==> config.mk <==
export PLATFORM = sky130hd
export DESIGN_NAME = sb_rx_deser_decoder
export DESIGN_NICKNAME = d
export VERILOG_FILES = /design/src/rtl/sb_rx_deser_decoder.sv
export SDC_FILE = /design/constraint.sdc
export NUM_CORES = 1
export LEC_CHECK = 0
export BUFFER_PORTS_ARGS = -buffer_cell sky130_fd_sc_hd__clkbuf_2
export CAP_MARGIN = 10
export CORE_AREA = 2 2 192 194
export CTS_CLUSTER_SIZE = 28
export DETAILED_ROUTE_END_ITERATION = 10
export DIE_AREA = 0 0 194 196
export SLEW_MARGIN = 10
export SYNTH_ARGS = -nofsm -noshare
export SYNTH_HDL_FRONTEND = slang
export SYNTH_SLANG_ARGS = --single-unit
==> constraint.sdc <==
create_clock -name i_clk -period 2.6 [get_ports i_clk]
set_input_delay 0 -clock i_clk [delete_from_list [all_inputs] [get_ports i_clk]]
set_output_delay 0 -clock i_clk [all_outputs]
set_load 0.01 [all_outputs]
==> src/rtl/sb_rx_deser_decoder.sv <==
// Sideband RX: deserializes LSB-first 64-bit words, detects the init pattern, decodes header(+data) packets.
// Latency: message/error pulses 1 cycle after the final bit; no backpressure, every sampled bit is consumed.
module sb_rx_deser_decoder #(
  parameter logic [63:0] PATTERN      = 64'h5555_5555_5555_5555,
  parameter int          PATTERN_ITER = 2,
  parameter int          DATA_TIMEOUT = 128,
  parameter logic [4:0]  OPC_DATA     = 5'b11011,
  parameter logic [4:0]  OPC_NODATA   = 5'b10010
) (
  input  logic        i_clk,
  input  logic        i_rst_n,
  input  logic        i_ser_valid,
  input  logic        i_ser_data,
  input  logic        i_pattern_mode,
  output logic        o_pattern_detected,
  output logic        o_pattern_locked,
  output logic        o_msg_valid,
  output logic [61:0] o_header,
  output logic [63:0] o_data,
  output logic        o_has_data,
  output logic        o_parity_err,
  output logic        o_frame_err,
  output logic        o_busy
);

  localparam int PCW = $clog2(PATTERN_ITER + 1);
  localparam int TCW = $clog2(DATA_TIMEOUT + 1);

  typedef enum logic [1:0] {IDLE, PAT, HDR_WAIT_DATA} state_t;

  state_t         state_q, state_d;
  logic [63:0]    shreg_q;
  logic [5:0]     bit_cnt_q;
  logic           mode_q;
  logic [PCW-1:0] pat_cnt_q, pat_cnt_d, pat_inc;
  logic [TCW-1:0] tmo_cnt_q, tmo_cnt_d;
  logic [63:0]    hdr_q, hdr_d;

  logic [63:0]    word;
  logic           word_done, broken, pat_match, hdr_cp_err, held_cp_err;
  logic           msg_d, ferr_d, det_d, perr_d, locked_d, has_data_d;
  logic [61:0]    header_d;
  logic [63:0]    data_d;

  // The bit being sampled this cycle completes the word combinationally, so decode costs no extra cycle.
  assign word        = {i_ser_data, shreg_q[63:1]};
  assign word_done   = i_ser_valid && (bit_cnt_q == 6'd63);
  assign broken      = !i_ser_valid && (bit_cnt_q != 6'd0);
  assign pat_match   = (word == PATTERN);
  assign pat_inc     = (pat_cnt_q == PCW'(PATTERN_ITER)) ? pat_cnt_q : pat_cnt_q + PCW'(1);
  assign hdr_cp_err  = (^word[61:0]) != word[62];
  assign held_cp_err = (^hdr_q[61:0]) != hdr_q[62];
  assign o_busy      = (bit_cnt_q != 6'd0) || (state_q == HDR_WAIT_DATA);

  always_ff @(posedge i_clk or negedge i_rst_n) begin
    if (!i_rst_n) begin
      shreg_q   <= '0;
      bit_cnt_q <= '0;
      mode_q    <= 1'b0;
    end else if (i_ser_valid) begin
      shreg_q   <= word;
      bit_cnt_q <= bit_cnt_q + 6'd1;
      if (bit_cnt_q == 6'd0) mode_q <= i_pattern_mode;
    end else begin
      bit_cnt_q <= '0;
    end
  end

  always_comb begin
    state_d    = state_q;
    pat_cnt_d  = pat_cnt_q;
    tmo_cnt_d  = '0;
    hdr_d      = hdr_q;
    msg_d      = 1'b0;
    ferr_d     = 1'b0;
    det_d      = 1'b0;
    perr_d     = 1'b0;
    locked_d   = o_pattern_locked;
    header_d   = o_header;
    data_d     = o_data;
    has_data_d = o_has_data;
    case (state_q)
      IDLE: begin
        if (word_done) begin
          if (mode_q) begin
            if (pat_match) begin
              pat_cnt_d = pat_inc;
              if (pat_inc == PCW'(PATTERN_ITER)) begin
                det_d    = 1'b1;
                locked_d = 1'b1;
                state_d  = PAT;
              end
            end else begin
              pat_cnt_d = '0;
            end
          end else if (word[4:0] == OPC_NODATA) begin
            msg_d      = 1'b1;
            header_d   = word[61:0];
            data_d     = '0;
            has_data_d = 1'b0;
            perr_d     = hdr_cp_err | word[63];
          end else if (word[4:0] == OPC_DATA) begin
            hdr_d   = word;
            state_d = HDR_WAIT_DATA;
          end else begin
            ferr_d = 1'b1;
          end
        end
      end
      PAT: begin
        if (word_done && mode_q) pat_cnt_d = pat_match ? pat_inc : '0;
      end
      HDR_WAIT_DATA: begin
        if (word_done) begin
          msg_d      = 1'b1;
          header_d   = hdr_q[61:0];
          data_d     = word;
          has_data_d = 1'b1;
          perr_d     = held_cp_err | ((^word) != hdr_q[63]);
          state_d    = IDLE;
        end else if (!i_ser_valid) begin
          tmo_cnt_d = tmo_cnt_q + TCW'(1);
          if (tmo_cnt_d == TCW'(DATA_TIMEOUT)) begin
            ferr_d    = 1'b1;
            state_d   = IDLE;
            tmo_cnt_d = '0;
          end
        end
      end
      default: state_d = IDLE;
    endcase
    if (broken) begin
      ferr_d    = 1'b1;
      state_d   = IDLE;
      tmo_cnt_d = '0;
    end
    // Leaving pattern mode always unlocks, whatever word is in flight.
    if (!i_pattern_mode) begin
      locked_d  = 1'b0;
      pat_cnt_d = '0;
      if (state_d == PAT) state_d = IDLE;
    end
  end

  always_ff @(posedge i_clk or negedge i_rst_n) begin
    if (!i_rst_n) begin
      state_q            <= IDLE;
      pat_cnt_q          <= '0;
      tmo_cnt_q          <= '0;
      hdr_q              <= '0;
      o_pattern_detected <= 1'b0;
      o_pattern_locked   <= 1'b0;
      o_msg_valid        <= 1'b0;
      o_header           <= '0;
      o_data             <= '0;
      o_has_data         <= 1'b0;
      o_parity_err       <= 1'b0;
      o_frame_err        <= 1'b0;
    end else begin
      state_q            <= state_d;
      pat_cnt_q          <= pat_cnt_d;
      tmo_cnt_q          <= tmo_cnt_d;
      hdr_q              <= hdr_d;
      o_pattern_detected <= det_d;
      o_pattern_locked   <= locked_d;
      o_msg_valid        <= msg_d;
      o_header           <= header_d;
      o_data             <= data_d;
      o_has_data         <= has_data_d;
      o_parity_err       <= perr_d;
      o_frame_err        <= ferr_d;
    end
  end

endmodule

==> impl_metrics.json, run 1 <==
{
  "post_cts_buffers": 0,
  "setup_viol": 0,
  "tightestPinTransition_ps": 964,
  "critPathLaunchType": "register",
  "dp.cells": 1653,
  "power_leakage_nw": 7.04,
  "slew_headroom_pct": 35.7,
  "ys_top_cells_by_count": "dfrtp_1, nand2_1, o21ai_0, xnor2_1, a22o_1",
  "post_drt_wl_per_cell_um": 17.6,
  "cts-htree-levels": 1,
  "synth-main-ff-cell": "dfrtp_1",
  "nets": 1268,
  "grt_pass1_wl_um": 48200,
  "r2r_slack_ps": 180,
  "power.density_nw_per_um2": 853,
  "netlist_instances": 1090,
  "worstSetupEndpoint": "hdr_q[34]",
  "slowest_stage": "or4b_4",
  "drt-pass1-iter-count": 6,
  "synth_edf_count": 0,
  "netlist.area_leader.share_pct": 56.1,
  "yosysMostFrequentCell": "dfrtp_1",
  "async_flop_share_pct": 100,
  "final-hold-violation-count": 0,
  "drt_iter0_drc": 484,
  "diodes": 0,
  "clk_latency_ps": 550,
  "cts_root_buf": "clkbuf_16",
  "placementRows": 70,
  "detail-route-antenna-nets": 0,
  "fin_cells": 1712,
  "fin_crit_ps": 2420,
  "grt_use_total_pct": 15.8,
  "die-area_um2": 38000,
  "grt_antenna_before_repair": 0,
  "yosysUniqueCellTypes": 40,
  "grt_max_degree": 123,
  "vias": 8252,
  "initial_core_util_pct": 34.4,
  "hpwl_um": 20500,
  "port-buffer-count": 137,
  "rsz0062_at_grt": "false",
  "peakVddDrop_mv": 0.480,
  "wirelength_um": 30200,
  "ys_ff_latch": 278,
  "r2r_start": "shreg_q[1]",
  "clk_path_buf_depth": 3,
  "critical_path.max_stage_delay_ps": 600,
  "arrival_ps": 2840,
  "synth_area_um2": 12400,
  "synth.avg_cell_area_um2": 11.4,
  "drv_slew": 0,
  "cts_hold_buf": 5,
  "drc": 0,
  "core_um2": 36100,
  "max_freq_mhz": 413,
  "path_cells": "inv_1 > ha_1 > a311oi_1 > or4b_4 > buf_12 > mux2_4",
  "synthesis.nets": 1135,
  "ys_warn_count": 0,
  "dieWidth_um": 194,
  "areaGrowthSynthToFinish_pct": 19.8,
  "cts_resized": 0,
  "place.gp.congestion": 0.829,
  "yosysTopAreaCell": "dfrtp_1",
  "cts.sinks": 278,
  "rr_endpoint": "hdr_q[34]",
  "io_pins": 138,
  "crit_start": "shreg_q[1]",
  "worst_setup_path_end_kind": "register",
  "grt_pass1_vias": 8253,
  "hp-class": "in2async",
  "status": "finished clean",
  "crit_path_max_fanout": 55,
  "drive_gt1_share_pct": 22.3,
  "vias_per_cell": 4.82,
  "ys_seq_area_share_pct": 56.1,
  "ff2ff_path_depth": 6,
  "cts_tree": "done",
  "overflow": 0,
  "clkTransAtPathRegs_ps": 60,
  "min_period_over_period_pct": 93.1,
  "cts_made_buffers": 31,
  "synth_area_leaders": "dfrtp_1, xnor2_1, a22o_1",
  "critical_path_required_ps": 3020,
  "fin_worst_skew_ps": 16.2,
  "dieHeight_um": 196,
  "tns_ps": 0,
  "cap_violations": 0,
  "path_class": "reg2reg"
}
==> layout make-up <==
type | instances | area [um^2]
fill | 3509 | 21200
sequential | 278 | 6960
multi-input combinational | 712 | 5060
timing repair buffer | 159 | 1010
clock buffer | 38 | 852
tap | 468 | 586
clock inverter | 16 | 238
inverter | 41 | 154
==> sequential cells by signal (all words and copies together), names as in the netlist <==
signal / cells
bit_cnt_q: 6
hdr_q: 64
mode_q: 1
o_data: 64
o_frame_err: 1
o_has_data: 1
o_header: 62
o_msg_valid: 1
o_parity_err: 1
o_pattern_detected: 1
o_pattern_locked: 1
pat_cnt_q: 2
shreg_q: 63
state_q: 2
tmo_cnt_q: 8
==> metrics by stage <==
stage	setup slack [ps]	hold slack, ps	cell area (um^2)	utilization (%)	power (mW)
6_report	179	51.3	14900	41.2	12.7
5_1_grt	50.8	61.6	14900	41.2	13.3
4_1_cts	192	46.1	14900	41.2	12.8
3_5_place_dp	214	-93.7	13700	38.0	8.10
3_3_place_gp	267	-91.3	13700	38.0	8.12
2_1_floorplan	467	-296	12400	-	7.32
==> how the worst min path moves through the flow <==
stage / startpoint / to / slack [ps] / depth (start not counted)
4_1_cts: i_rst_n / o_header[16] / 50 / 3
6_report: i_rst_n / o_data[21] / 50 / 3
3_3_place_gp: i_rst_n / o_data[19] / -90 / 1
2_1_floorplan: i_rst_n / bit_cnt_q[0] / -300 / 0
3_5_place_dp: i_rst_n / o_header[16] / -90 / 1
5_1_grt: i_rst_n / o_data[21] / 60 / 3
==> cells by family (layout without fill, tap and decap cells) <==
family,after synthesis,after routing,share of synthesized area (%)
AND/OR/NAND/NOR,239,239,7.96
multiplexers,89,89,8.67
AO/OA/AOI/OAI,243,243,12.1
adder cells (fa/ha/maj),40,40,4.04
buffers and inverters,100,254,3.31
XOR/XNOR,101,101,7.81
flip-flops,278,278,56.1
==> power breakdown <==
group	internal (mW)	switching, mW	leakage, nW
Sequential	4.59	0.364	3.84
Clock	2.90	1.77	0.533
Combinational	1.42	1.63	2.67
Total	8.91	3.77	7.04
==> metal layers <==
layer / share of wire (%) / vias up / GRT usage (%)
met5: 0 / - / 0
met4: 1.4 / 0 / 3.09
met3: 4.5 / 32 / 2.65
met2: 47 / 151 / 25.5
met1: 47 / 4054 / 22.6
li1: - / 4015 / -
==> layout by cell type, fill, tap and decap left out, types with 3 or more instances in the layout <==
cell and instances:
dfrtp_1 278, nand2_1 141, clkbuf_2 135, o21ai_0 98, xnor2_1 80, a22o_1 64
nor2_1 57, inv_1 41, ha_1 40, a21oi_1 35, o21ai_1 34, mux2_2 31
clkbuf_16 31, mux2i_1 29, mux2_4 29, xor2_1 14, buf_12 11, nand3_1 10
nand4_1 9, buf_4 8, clkinv_2 7, bufinv_16 6, xnor3_1 5, clkbuf_8 5
nor3_1 4, dlygate4sd3_1 4, and2_1 3, and3_1 3, clkinvlp_4 3
==> critical path: cells and delay by family (launching register included) <==
family	cells	cell delay [ps]
AOI/OAI and AO/OA	1	350
adders and majority gates	1	220
buffers and inverters	2	330
DFF	1	410
muxes	1	330
and+or+nand+nor	1	600
Power figures use the tool's default switching activity.
==> run 2, diff against run 1 <==
--- a/config.mk
+++ b/config.mk
@@ -7,10 +7,10 @@
 export LEC_CHECK = 0
 export BUFFER_PORTS_ARGS = -buffer_cell sky130_fd_sc_hd__clkbuf_2
 export CAP_MARGIN = 10
-export CORE_AREA = 2 2 192 194
+export CORE_AREA = 2 2 137 272
 export CTS_CLUSTER_SIZE = 28
 export DETAILED_ROUTE_END_ITERATION = 10
-export DIE_AREA = 0 0 194 196
+export DIE_AREA = 0 0 139 274
 export SLEW_MARGIN = 10
 export SYNTH_ARGS = -nofsm -noshare
 export SYNTH_HDL_FRONTEND = slang
==> constraint.sdc (replaced) <==
create_clock -name i_clk -period 2.3 [get_ports i_clk]
set_input_delay 0 -clock i_clk [delete_from_list [all_inputs] [get_ports i_clk]]
set_output_delay 0 -clock i_clk [all_outputs]
set_load 0.01 [all_outputs]
==> run 2 against run 1 <==
Effect of this change:
- the run now ends with setup timing left
- non-clock buffer count grew 68
- critical path depth grew 2
- via count grew 5.4%
- sequential share of layout area shrank 0.80 points
- critical path type unchanged
- largest cell class unchanged
==> impl_metrics.json, run 2 (synthesis results as in run 1) <==
{
  "status": "complete, but fails checks",
  "violations": "setup timing",
  "path_class": "reg2reg",
  "diodes": 0,
  "min_period_over_period_pct": 100,
  "critPathLaunchType": "register",
  "rsz0062_at_grt": "true",
  "clk_latency_ps": 550,
  "grt_antenna_before_repair": 0,
  "dieWidth_um": 139,
  "fin_worst_skew_ps": 12.2,
  "worst_setup_path_end_kind": "register",
  "path_cells": "xnor2_1 > xnor2_1 > buf_4 > xnor3_1 > xnor3_1 > xnor3_1 > nor2_1 > a221oi_2",
  "setup_slack_ps": -2.03,
  "initial_core_util_pct": 34.3,
  "slowest_stage": "dfrtp_1",
  "ff2ff_path_depth": 8,
  "wirelength_um": 31200,
  "cts_root_buf": "clkbuf_16",
  "vias_per_cell": 4.95,
  "cts_made_buffers": 26,
  "fin_cells": 1758,
  "areaGrowthSynthToFinish_pct": 21.9,
  "mostFrequentLayoutCells": "dfrtp_1, nand2_1, clkbuf_2",
  "grt_use_total_pct": 16.5,
  "drt_iter0_drc": 600,
  "tns_ps": -2.03,
  "grt_pass1_vias": 8860,
  "cts.sinks": 278,
  "hp-class": "in2async",
  "critPathMostFrequentCell": "xnor3_1",
  "nets": 1331,
  "dp.cells": 1708,
  "fin_crit_ps": 2300,
  "crit_path_max_fanout": 2,
  "use_met3_pct": 2.22,
  "final_common_cell": "dfrtp_1",
  "use_met2_pct": 27.4,
  "die-area_um2": 38100,
  "grt_max_degree": 74,
  "reg.largest.list": "hdr_q (64), o_data (64), shreg_q (63)",
  "place.gp.congestion": 0.807,
  "arrival_ps": 2750,
  "critical_path.max_stage_delay_ps": 390,
  "final_area_um2": 15100,
  "power_leakage_nw": 7.28,
  "cap_violations": 0,
  "clkTransAtPathRegs_ps": 60,
  "overflow": 0,
  "cp_top_family": "XOR/XNOR gates",
  "drt-pass1-iter-count": 7,
  "critical_path_required_ps": 2750,
  "placementRows": 99,
  "drive_gt1_share_pct": 26.2,
  "setup_viol": 1,
  "grt-busiest-layer": "met2",
  "grt_pass1_wl_um": 50500,
  "cts_tree": "done",
  "fill_cells": 3443,
  "core_um2": 36200,
  "r2r_start": "hdr_q[43]",
  "met1_usage_pct": 22.6,
  "cts-htree-levels": 1,
  "post_drt_wl_per_cell_um": 17.8,
  "tightestPinTransition_ps": 695,
  "dieHeight_um": 274,
  "critPathBufInv": 1,
  "max_freq_mhz": 434,
  "r2r_slack_ps": -2,
  "drv_slew": 0,
  "hpwl_um": 21800,
  "clk_path_buf_depth": 3,
  "io_pins": 138,
  "slew_headroom_pct": 53.7,
  "total_power_mw": 14.3,
  "rr_endpoint": "o_parity_err",
  "placed_cell_area_um2": 14200,
  "final_util_pct": 41.8,
  "detail-route-antenna-nets": 0,
  "final-hold-violation-count": 0,
  "power.density_nw_per_um2": 942,
  "peakVddDrop_mv": 1.27,
  "drc": 0,
  "port-buffer-count": 137,
  "vias": 8697
}
## run 2: cell types whose count changed in the layout (fill, tap and decap cells not counted), moves of 5 or more
cell,change
buf_4,+69
bufinv_16,-5
xnor2_2,+5
clkbuf_1,+5
xnor2_1,-5
## run 2: worst max path at each step
stage / startpoint / to / slack [ps] / cells after the start
floorplan: bit_cnt_q[0] / hdr_q[10] / 170 / 7
global placement: hdr_q[18] / o_parity_err / -30 / 7
detailed placement: hdr_q[18] / o_parity_err / -80 / 7
CTS: hdr_q[18] / o_parity_err / -40 / 7
global route: shreg_q[20] / o_parity_err / -90 / 9
finish: hdr_q[43] / o_parity_err / -2 / 8
## run 2: per-stage QoR
step | hold WS, ps | setup WS [ps]
after CTS | 44.4 | -39.0
after detailed placement | 19.5 | -84.2
final | 26.9 | -2.03
after global placement | 20.6 | -29.2
after global routing | 76.5 | -91.3
after floorplan | -296 | 167
## run 2: timing repair
action                                  CTS  global route
hold buffers                              3             0
resized for setup                         3             6
endpoints found under the hold margin   232             0
pin swaps                                 0             5
endpoints found under the setup margin    1            23
setup buffers                             0             0
gates cloned                              0             1
## run 2: area by class of cell
type / instances / area, um^2 / share of cell area (%)
sequential: 278 / 6960 / 46.0
multi-input combinational: 712 / 5110 / 33.8
timing repair buffer: 227 / 1520 / 10.0
clock buffer: 37 / 743 / 4.92
tap: 454 / 568 / 3.76
inverter: 41 / 154 / 1.02
clock inverter: 9 / 73.8 / 0.488
## run 2: worst reg2reg max path: stages (launching register included)
cell and delay [ps]:
dfrtp_1 390, xnor2_1 140, xnor2_1 280, buf_4 160, xnor3_1 380, xnor3_1 200
xnor3_1 370, nor2_1 50, a221oi_2 230
## run 2: where the power goes
part	leakage [nW]	switching [mW]	total [mW]	internal, mW
Sequential	3.84	0.259	5.45	5.19
Combinational	3.04	2.35	4.59	2.24
Clock	0.408	1.85	4.21	2.36
Total	7.28	4.46	14.3	9.79
## run 2: metal layers
layer  vias to the layer above  routed length, um
met1                      4292              14100
met5                         -                  0
met4                         0                854
met2                       217              15000
li1                       4143                  -
met3                        45               1310
